`config.mk`:
```
export PLATFORM = sky130hd
export DESIGN_NAME = axil_timeout
export DESIGN_NICKNAME = d
export VERILOG_FILES = /design/src/rtl/axil_timeout.sv
export SDC_FILE = /design/constraint.sdc
export NUM_CORES = 1
export LEC_CHECK = 0
export CAP_MARGIN = 10
export CELL_PAD_IN_SITES_DETAIL_PLACEMENT = 1
export CELL_PAD_IN_SITES_GLOBAL_PLACEMENT = 2
export CORE_MARGIN = 3
export CORE_UTILIZATION = 28
export DETAILED_ROUTE_END_ITERATION = 8
export MAX_ROUTING_LAYER = met4
export PLACE_DENSITY = 0.82
export SETUP_SLACK_MARGIN = 0.15
export SLEW_MARGIN = 20
export SYNTH_ARGS = -nofsm -noshare
export SYNTH_HDL_FRONTEND = slang
export SYNTH_SLANG_ARGS = --single-unit
```
`constraint.sdc`:
```
create_clock -name clk -period 9.3 [get_ports clk]
set_input_delay 1.395 -clock clk [delete_from_list [all_inputs] [get_ports clk]]
set_output_delay 1.395 -clock clk [all_outputs]
set_load 0.05 [all_outputs]
```
`src/rtl/axil_timeout.sv`:
```
// axil_timeout: AXI4-lite watchdog that answers SLVERR upstream when the target stalls, then drains the late downstream handshakes.
// Define AXIL_TIMEOUT_STATUS_EN to add timeout pulse and saturating count outputs.
module axil_timeout #(
  parameter int ADDR_WIDTH = 32,
  parameter int DATA_WIDTH = 32,
  parameter int STRB_WIDTH = DATA_WIDTH/8,
  parameter int TIMEOUT = 1024,
  parameter int CNT_WIDTH = $clog2(TIMEOUT+1),
  parameter logic [DATA_WIDTH-1:0] ERR_RDATA = DATA_WIDTH'(32'hDEADBEEF)
) (
  input  logic                  clk,
  input  logic                  rst,
`ifdef AXIL_TIMEOUT_STATUS_EN
  output logic                  wr_timeout,
  output logic                  rd_timeout,
  output logic [15:0]           wr_timeout_count,
  output logic [15:0]           rd_timeout_count,
`endif
  input  logic [ADDR_WIDTH-1:0] s_axil_awaddr,
  input  logic [2:0]            s_axil_awprot,
  input  logic                  s_axil_awvalid,
  output logic                  s_axil_awready,
  input  logic [DATA_WIDTH-1:0] s_axil_wdata,
  input  logic [STRB_WIDTH-1:0] s_axil_wstrb,
  input  logic                  s_axil_wvalid,
  output logic                  s_axil_wready,
  output logic [1:0]            s_axil_bresp,
  output logic                  s_axil_bvalid,
  input  logic                  s_axil_bready,
  input  logic [ADDR_WIDTH-1:0] s_axil_araddr,
  input  logic [2:0]            s_axil_arprot,
  input  logic                  s_axil_arvalid,
  output logic                  s_axil_arready,
  output logic [DATA_WIDTH-1:0] s_axil_rdata,
  output logic [1:0]            s_axil_rresp,
  output logic                  s_axil_rvalid,
  input  logic                  s_axil_rready,
  output logic [ADDR_WIDTH-1:0] m_axil_awaddr,
  output logic [2:0]            m_axil_awprot,
  output logic                  m_axil_awvalid,
  input  logic                  m_axil_awready,
  output logic [DATA_WIDTH-1:0] m_axil_wdata,
  output logic [STRB_WIDTH-1:0] m_axil_wstrb,
  output logic                  m_axil_wvalid,
  input  logic                  m_axil_wready,
  input  logic [1:0]            m_axil_bresp,
  input  logic                  m_axil_bvalid,
  output logic                  m_axil_bready,
  output logic [ADDR_WIDTH-1:0] m_axil_araddr,
  output logic [2:0]            m_axil_arprot,
  output logic                  m_axil_arvalid,
  input  logic                  m_axil_arready,
  input  logic [DATA_WIDTH-1:0] m_axil_rdata,
  input  logic [1:0]            m_axil_rresp,
  input  logic                  m_axil_rvalid,
  output logic                  m_axil_rready
);
  typedef enum logic [2:0] {IDLE, FWD, RESP, RET, ERR, DRAIN} state_t;
  localparam logic [CNT_WIDTH-1:0] LAST = CNT_WIDTH'(TIMEOUT-1);
  state_t                r_wstate, r_rstate;
  logic                  r_aw_held, r_w_held, r_m_awvalid, r_m_wvalid, r_bdone;
  logic [ADDR_WIDTH-1:0] r_awaddr, r_araddr;
  logic [2:0]            r_awprot, r_arprot;
  logic [DATA_WIDTH-1:0] r_wdata, r_s_rdata;
  logic [STRB_WIDTH-1:0] r_wstrb;
  logic [1:0]            r_s_bresp, r_s_rresp;
  logic [CNT_WIDTH-1:0]  r_wcnt, r_rcnt;
  logic                  r_m_arvalid, r_rdone;
  logic w_aw_hs, w_w_hs, w_wgo, w_aw_left, w_w_left, w_b_hs, w_wto;
  logic w_ar_hs, w_ar_left, w_r_hs, w_rto;
  assign s_axil_awready = !rst && r_wstate == IDLE && !r_aw_held;
  assign s_axil_wready  = !rst && r_wstate == IDLE && !r_w_held;
  assign s_axil_bvalid  = r_wstate == RET || r_wstate == ERR;
  assign s_axil_bresp   = r_s_bresp;
  assign m_axil_awaddr  = r_awaddr;
  assign m_axil_awprot  = r_awprot;
  assign m_axil_awvalid = r_m_awvalid;
  assign m_axil_wdata   = r_wdata;
  assign m_axil_wstrb   = r_wstrb;
  assign m_axil_wvalid  = r_m_wvalid;
  // After a timeout the late B is only accepted once AW and W have both gone out
  assign m_axil_bready  = r_wstate == RESP ||
                          ((r_wstate == ERR || r_wstate == DRAIN) && !r_m_awvalid && !r_m_wvalid && !r_bdone);
  assign s_axil_arready = !rst && r_rstate == IDLE;
  assign s_axil_rvalid  = r_rstate == RET || r_rstate == ERR;
  assign s_axil_rdata   = r_s_rdata;
  assign s_axil_rresp   = r_s_rresp;
  assign m_axil_araddr  = r_araddr;
  assign m_axil_arprot  = r_arprot;
  assign m_axil_arvalid = r_m_arvalid;
  assign m_axil_rready  = r_rstate == RESP ||
                          ((r_rstate == ERR || r_rstate == DRAIN) && !r_m_arvalid && !r_rdone);
  assign w_aw_hs   = s_axil_awvalid && s_axil_awready;
  assign w_w_hs    = s_axil_wvalid && s_axil_wready;
  assign w_wgo     = (r_aw_held || w_aw_hs) && (r_w_held || w_w_hs);
  assign w_aw_left = r_m_awvalid && !m_axil_awready;
  assign w_w_left  = r_m_wvalid && !m_axil_wready;
  assign w_b_hs    = m_axil_bvalid && m_axil_bready;
  assign w_wto     = r_wcnt == LAST && (r_wstate == FWD || (r_wstate == RESP && !w_b_hs));
  assign w_ar_hs   = s_axil_arvalid && s_axil_arready;
  assign w_ar_left = r_m_arvalid && !m_axil_arready;
  assign w_r_hs    = m_axil_rvalid && m_axil_rready;
  assign w_rto     = r_rcnt == LAST && (r_rstate == FWD || (r_rstate == RESP && !w_r_hs));
  always_ff @(posedge clk or posedge rst) begin
    if (rst) begin
      r_wstate    <= IDLE;
      r_aw_held   <= 1'b0;
      r_w_held    <= 1'b0;
      r_m_awvalid <= 1'b0;
      r_m_wvalid  <= 1'b0;
      r_bdone     <= 1'b0;
      r_awaddr    <= '0;
      r_awprot    <= '0;
      r_wdata     <= '0;
      r_wstrb     <= '0;
      r_s_bresp   <= '0;
      r_wcnt      <= '0;
    end else begin
      case (r_wstate)
        IDLE: begin
          if (w_aw_hs) begin
            r_aw_held <= 1'b1;
            r_awaddr  <= s_axil_awaddr;
            r_awprot  <= s_axil_awprot;
          end
          if (w_w_hs) begin
            r_w_held <= 1'b1;
            r_wdata  <= s_axil_wdata;
            r_wstrb  <= s_axil_wstrb;
          end
          if (w_wgo) begin
            r_aw_held   <= 1'b0;
            r_w_held    <= 1'b0;
            r_m_awvalid <= 1'b1;
            r_m_wvalid  <= 1'b1;
            r_wcnt      <= '0;
            r_wstate    <= FWD;
          end
        end
        FWD, RESP: begin
          r_wcnt      <= r_wcnt + 1'b1;
          r_m_awvalid <= w_aw_left;
          r_m_wvalid  <= w_w_left;
          if (w_wto) begin
            r_s_bresp <= 2'b10;
            r_bdone   <= 1'b0;
            r_wstate  <= ERR;
          end else if (r_wstate == RESP && w_b_hs) begin
            r_s_bresp <= m_axil_bresp;
            r_wstate  <= RET;
          end else if (r_wstate == FWD && !w_aw_left && !w_w_left)
            r_wstate <= RESP;
        end
        RET: if (s_axil_bready) r_wstate <= IDLE;
        ERR, DRAIN: begin
          r_m_awvalid <= w_aw_left;
          r_m_wvalid  <= w_w_left;
          if (w_b_hs) r_bdone <= 1'b1;
          if (r_wstate == ERR && s_axil_bready) r_wstate <= (r_bdone || w_b_hs) ? IDLE : DRAIN;
          else if (r_wstate == DRAIN && w_b_hs) r_wstate <= IDLE;
        end
        default: r_wstate <= IDLE;
      endcase
    end
  end
  always_ff @(posedge clk or posedge rst) begin
    if (rst) begin
      r_rstate    <= IDLE;
      r_m_arvalid <= 1'b0;
      r_rdone     <= 1'b0;
      r_araddr    <= '0;
      r_arprot    <= '0;
      r_s_rdata   <= '0;
      r_s_rresp   <= '0;
      r_rcnt      <= '0;
    end else begin
      case (r_rstate)
        IDLE: if (w_ar_hs) begin
          r_araddr    <= s_axil_araddr;
          r_arprot    <= s_axil_arprot;
          r_m_arvalid <= 1'b1;
          r_rcnt      <= '0;
          r_rstate    <= FWD;
        end
        FWD, RESP: begin
          r_rcnt      <= r_rcnt + 1'b1;
          r_m_arvalid <= w_ar_left;
          if (w_rto) begin
            r_s_rdata <= ERR_RDATA;
            r_s_rresp <= 2'b10;
            r_rdone   <= 1'b0;
            r_rstate  <= ERR;
          end else if (r_rstate == RESP && w_r_hs) begin
            r_s_rdata <= m_axil_rdata;
            r_s_rresp <= m_axil_rresp;
            r_rstate  <= RET;
          end else if (r_rstate == FWD && !w_ar_left)
            r_rstate <= RESP;
        end
        RET: if (s_axil_rready) r_rstate <= IDLE;
        ERR, DRAIN: begin
          r_m_arvalid <= w_ar_left;
          if (w_r_hs) r_rdone <= 1'b1;
          if (r_rstate == ERR && s_axil_rready) r_rstate <= (r_rdone || w_r_hs) ? IDLE : DRAIN;
          else if (r_rstate == DRAIN && w_r_hs) r_rstate <= IDLE;
        end
        default: r_rstate <= IDLE;
      endcase
    end
  end
`ifdef AXIL_TIMEOUT_STATUS_EN
  always_ff @(posedge clk or posedge rst) begin
    if (rst) begin
      wr_timeout       <= 1'b0;
      rd_timeout       <= 1'b0;
      wr_timeout_count <= '0;
      rd_timeout_count <= '0;
    end else begin
      wr_timeout <= w_wto;
      rd_timeout <= w_rto;
      if (w_wto && wr_timeout_count != 16'hFFFF) wr_timeout_count <= wr_timeout_count + 1'b1;
      if (w_rto && rd_timeout_count != 16'hFFFF) rd_timeout_count <= rd_timeout_count + 1'b1;
    end
  end
`endif
endmodule

```
# Yosys cells after proc, flatten, opt, wreduce, memory -nomap -nowiden
# Index checks and enable logic that the tools add are counted.
# word_totals
ff_bits	177
latch_bits	0
ramBits	0
romBits	0
inputBits	154
out_inout_bits	152
memories	0
# classes
add_sub_neg	2
multipliers	0
div_mod_pow	0
magnitude_cmp	0
eq_ne	24
shifts	0
mux	43
bitwise_logic	0
reduce_logical	92
# op_table
op	n
two-way mux 32 bit	2
two-way mux 3 bit	16
one-hot mux 11 bit (2 select lines)	2
logical AND 1 bit	31
one-hot mux 3 bit (4 select lines)	2
adder 11 x 1 -> 11 bit (second input constant)	2
equality test 11 x 10 -> 1 bit (second input constant)	2
two-way mux 11 bit	2
AND reduction 2 bit	11
nonzero test 2 bit	10
zero test 1 bit	16
inequality test 2 bit (second input constant)	8
equality test 3 x 2 -> 1 bit (second input constant)	4
equality test 3 bit (second input constant)	4
logical OR 1 bit	12
two-way mux 1 bit	10
one-hot mux 1 bit (2 select lines)	5
two-way mux 2 bit	4
inequality test 4 bit (second input constant)	2
AND reduction 4 bit	2
OR reduction 2 bit	4
OR reduction 4 bit	2
equality test 3 x 1 -> 1 bit (second input constant)	2
zero test 3 bit	2
other kinds (2)	4

# Logic depth before layout (Yosys ltp)
# depth
depth_word	13
depth_mapped	7

# Least setup slack after synthesis
# Ideal clock, no wire load.
# synth_path
path_type	input port to output port
from	input rst
to	output s_axil_arready
arrival_ns	2.343
required_ns	7.905
path_slack_ns	5.562
path_stages	1
cell_sequence	nor4_2
# synth_via
elab_chain_cells	2
# synth_lines
element	line_no	rtl
start, declared	12	input logic rst,
zero test 1 bit (no line)	-	
logical AND 1 bit	84	assign s_axil_arready = !rst && r_rstate == IDLE;
end, declared	33	output logic s_axil_arready,
# No other way between the ends.

# Worst setup path in the final report
# Ends and elaborated chain as after synthesis.

==> flow_summary.json <==
{
  "ys_async_sr_fraction_pct": 100.0,
  "ys_top_cells_by_area": "dfrtp_1 60%, mux2_2 11%, nand2_1 6.8%",
  "synth_top_flop_cell": "dfrtp_1",
  "n_antenna_cell": 0,
  "drt-wirelength-per-cell_um": 17.96,
  "core_region_area_um2": 25540,
  "synth.distinct_cells": 57,
  "crit_arrival_ps": 3420,
  "critPathMaxFanout": 7,
  "drc_errors": 0,
  "grt_pass1_wl_um": 36740,
  "critical_path_class": "primary input to output pin",
  "finalSetupViolations": 0,
  "io_pins": 306,
  "finalHoldViolations": 0,
  "initial_core_util_pct": 28.83,
  "drive_gt1_share_pct": 13.44,
  "dp_hpwl_um": 16780,
  "rows": 58,
  "dp_slack_ps": 4459,
  "postCtsSetupBuffers": 0,
  "clk_latency_ps": 430,
  "root_buffer": "clkbuf_16",
  "power_density_nw_per_um2": 408.9,
  "cpPeakStageDelay_ps": 900,
  "final_common_cell": "clkdlybuf4s50_1",
  "mostFrequentLayoutCells": "305 x clkdlybuf4s50_1, 177 x dfrtp_1, 134 x nand2_1, 72 x mux2_2, 33 x nor2_1",
  "drv_slew": 0,
  "grt_use_total_pct": 16.77,
  "rsz0062_at_grt": "no",
  "synth-edff-count": 0,
  "critPathRequiredTime_ps": 7910,
  "worst_slew_pin_slew_ps": 867.8,
  "grt_max_degree": 66,
  "end_kind": "output pin",
  "drt-initial-drc-count": 362,
  "ir_drop_v": 0.0001900,
  "yosys_warnings": 0,
  "place_congestion": 0.7967,
  "syn_to_final_growth_pct": 53.99,
  "clk_pin_slew_worst_paths_ps": 70,
  "min_path_type": "register to register",
  "post-route-period-util_pct": 51.80,
  "n_fill_cell": 2761,
  "ant_nets": 0,
  "syn-num-nets": 787,
  "finClkSkew_ps": 15.37,
  "drt-total-wl_um": 22900,
  "critical_path.cell_chain": "clkdlybuf4s50_1 > nor4_2 > clkdlybuf4s50_1",
  "synth_area_um2": 7365,
  "crit_slowest_cell": "clkdlybuf4s50_1",
  "cts-buffers-inserted": 17,
  "first_pass_iters": 4,
  "synth.avg_cell_area_um2": 11.67,
  "die_x_um": 168.2,
  "cp-startpoint": "rst",
  "finish.utilization_pct": 44.40,
  "ctsResizeCount": 0,
  "layout.nets": 1088,
  "r2r-start": "r_wstate[1]$_DFFE_PP0P_",
  "dp.cells": 1243,
  "synth_seq_cells": 177,
  "slew_headroom_pct": 41.94,
  "holdWs_ps": 474.9,
  "die_area_um2": 28280,
  "cts_tree": "yes",
  "io_buffers": 305,
  "reg2regPathDepth": 5,
  "yosys.area.top_type": "dfrtp_1",
  "regToRegSetupSlack_ps": 6760,
  "cts_hold_buffers": 0,
  "instances_no_fill": 1275,
  "cap_viol_max_count": 0,
  "syn_inst": 631,
  "htreeDepth": 4,
  "die_h_um": 168.2,
  "p_leak_nw": 4.808,
  "clock-sinks": 177,
  "critPathLaunchType": "primary input",
  "crit_end": "s_axil_arready",
  "clk_path_buf_depth": 2,
  "fin_ws_ps": 4483,
  "r2r-end": "m_axil_wdata[4]$_DFFE_PP0P_",
  "synth_top_area_share_pct": 60.14,
  "antenna_found_initial": 0,
  "vias_per_cell": 4.635,
  "setup_tns_ps": 0,
  "fmax_mhz": 207.6,
  "fin_crit_ps": 4817,
  "yosysSeqAreaShare_pct": 60.14,
  "vias": 5910,
  "grt_pass1_vias": 6457,
  "status": "finished clean",
  "grt-ovfl-total": 0,
  "cp_common_cell": "clkdlybuf4s50_1"
}
[cell usage after synthesis, types with 2 or more instances]
library cell  instances
a211oi_1              6
a21boi_0              2
a21o_1                2
a21oi_1              18
a22o_1               13
a31oi_1               2
and3_1                4
buf_2                14
clkbuf_1             13
dfrtp_1             177
ha_1                  2
inv_1                 7
mux2_2               72
mux2i_1               2
nand2_1             134
nand2_2               2
nand2b_1              7
nand3_1               7
nand4_1               5
nor2_1               33
nor2b_1               5
nor3_1                8
nor3_2                2
nor4_2                2
o21a_1                2
o21ai_0              17
o22a_1               25
o31ai_1               3
or2_2                 2
or3_1                 2
or4_1                 2
xnor2_1              13
xor2_1                2
[where the power goes]
part	switching, mW	internal [mW]	total [mW]	leakage [nW]
clock	0.347	0.365	0.712	0.281
sequential	0.231	1.11	1.34	2.16
combinational	1.67	0.916	2.58	2.36
[worst min-delay path by stage]
stage	cells past startpoint	to	startpoint	slack, ps
2_1_floorplan	1	r_rcnt[0]$_DFFE_PP0P_	r_rcnt[0]$_DFFE_PP0P_	490
3_3_place_gp	2	m_axil_araddr[10]$_DFFE_PP0P_	m_axil_araddr[10]$_DFFE_PP0P_	460
3_5_place_dp	2	m_axil_araddr[6]$_DFFE_PP0P_	m_axil_araddr[6]$_DFFE_PP0P_	460
4_1_cts	2	m_axil_araddr[28]$_DFFE_PP0P_	m_axil_araddr[28]$_DFFE_PP0P_	480
5_1_grt	2	m_axil_araddr[16]$_DFFE_PP0P_	m_axil_araddr[16]$_DFFE_PP0P_	500
6_report	2	m_axil_araddr[6]$_DFFE_PP0P_	m_axil_araddr[6]$_DFFE_PP0P_	470
[logic make-up (layout without fill, tap and decap cells)]
family / after synthesis / after routing / synth area share, %
buf+inv: 35 / 349 / 2.022
simple gates: 224 / 224 / 13.76
flops: 177 / 177 / 60.14
xor+xnor: 15 / 15 / 1.784
fa+ha+maj: 2 / 2 / 0.3397
mux: 74 / 74 / 11.28
compound gates: 104 / 104 / 10.67
[sequential cells by signal (all words and copies together) (netlist names), 3 cells and up]
signal / flops
m_axil_wdata: 32
r_rstate: 3
r_wstate: 3
s_axil_rdata: 32
m_axil_wstrb: 4
m_axil_awaddr: 32
m_axil_araddr: 32
r_wcnt: 11
m_axil_arprot: 3
m_axil_awprot: 3
r_rcnt: 11
[cell type report]
cell class	count	area [µm²]	area share, %
sequential	177	4429	39.06
clock buffer	18	439.2	3.872
multi-input combinational	419	2796	24.66
timing repair buffer	310	3090	27.25
clock inverter	14	141.4	1.247
tap	330	412.9	3.641
inverter	7	31.28	0.2758
[routing by layer]
layer	up-vias	part of all wire (%)	GRT usage (%)
met5	-	0	-
met4	0	1.1	3.771
met3	16	5.9	4.132
met2	196	48	27.49
met1	2900	45	21.14
li1	2798	-	-
[per-stage QoR]
step / instance area (µm²) / power [mW]
finish: 11340 / 4.637
global route: 11340 / 4.899
CTS: 11340 / 4.703
detailed placement: 10760 / 3.961
global placement: 10750 / 3.923
floorplan: 7365 / 3.032
[critical path: cells and delay by family]
family / cells / cell delay [ps]
buffers and inverters: 2 / 1620
and+or+nand+nor: 1 / 400
Power figures use the tool's default switching activity.
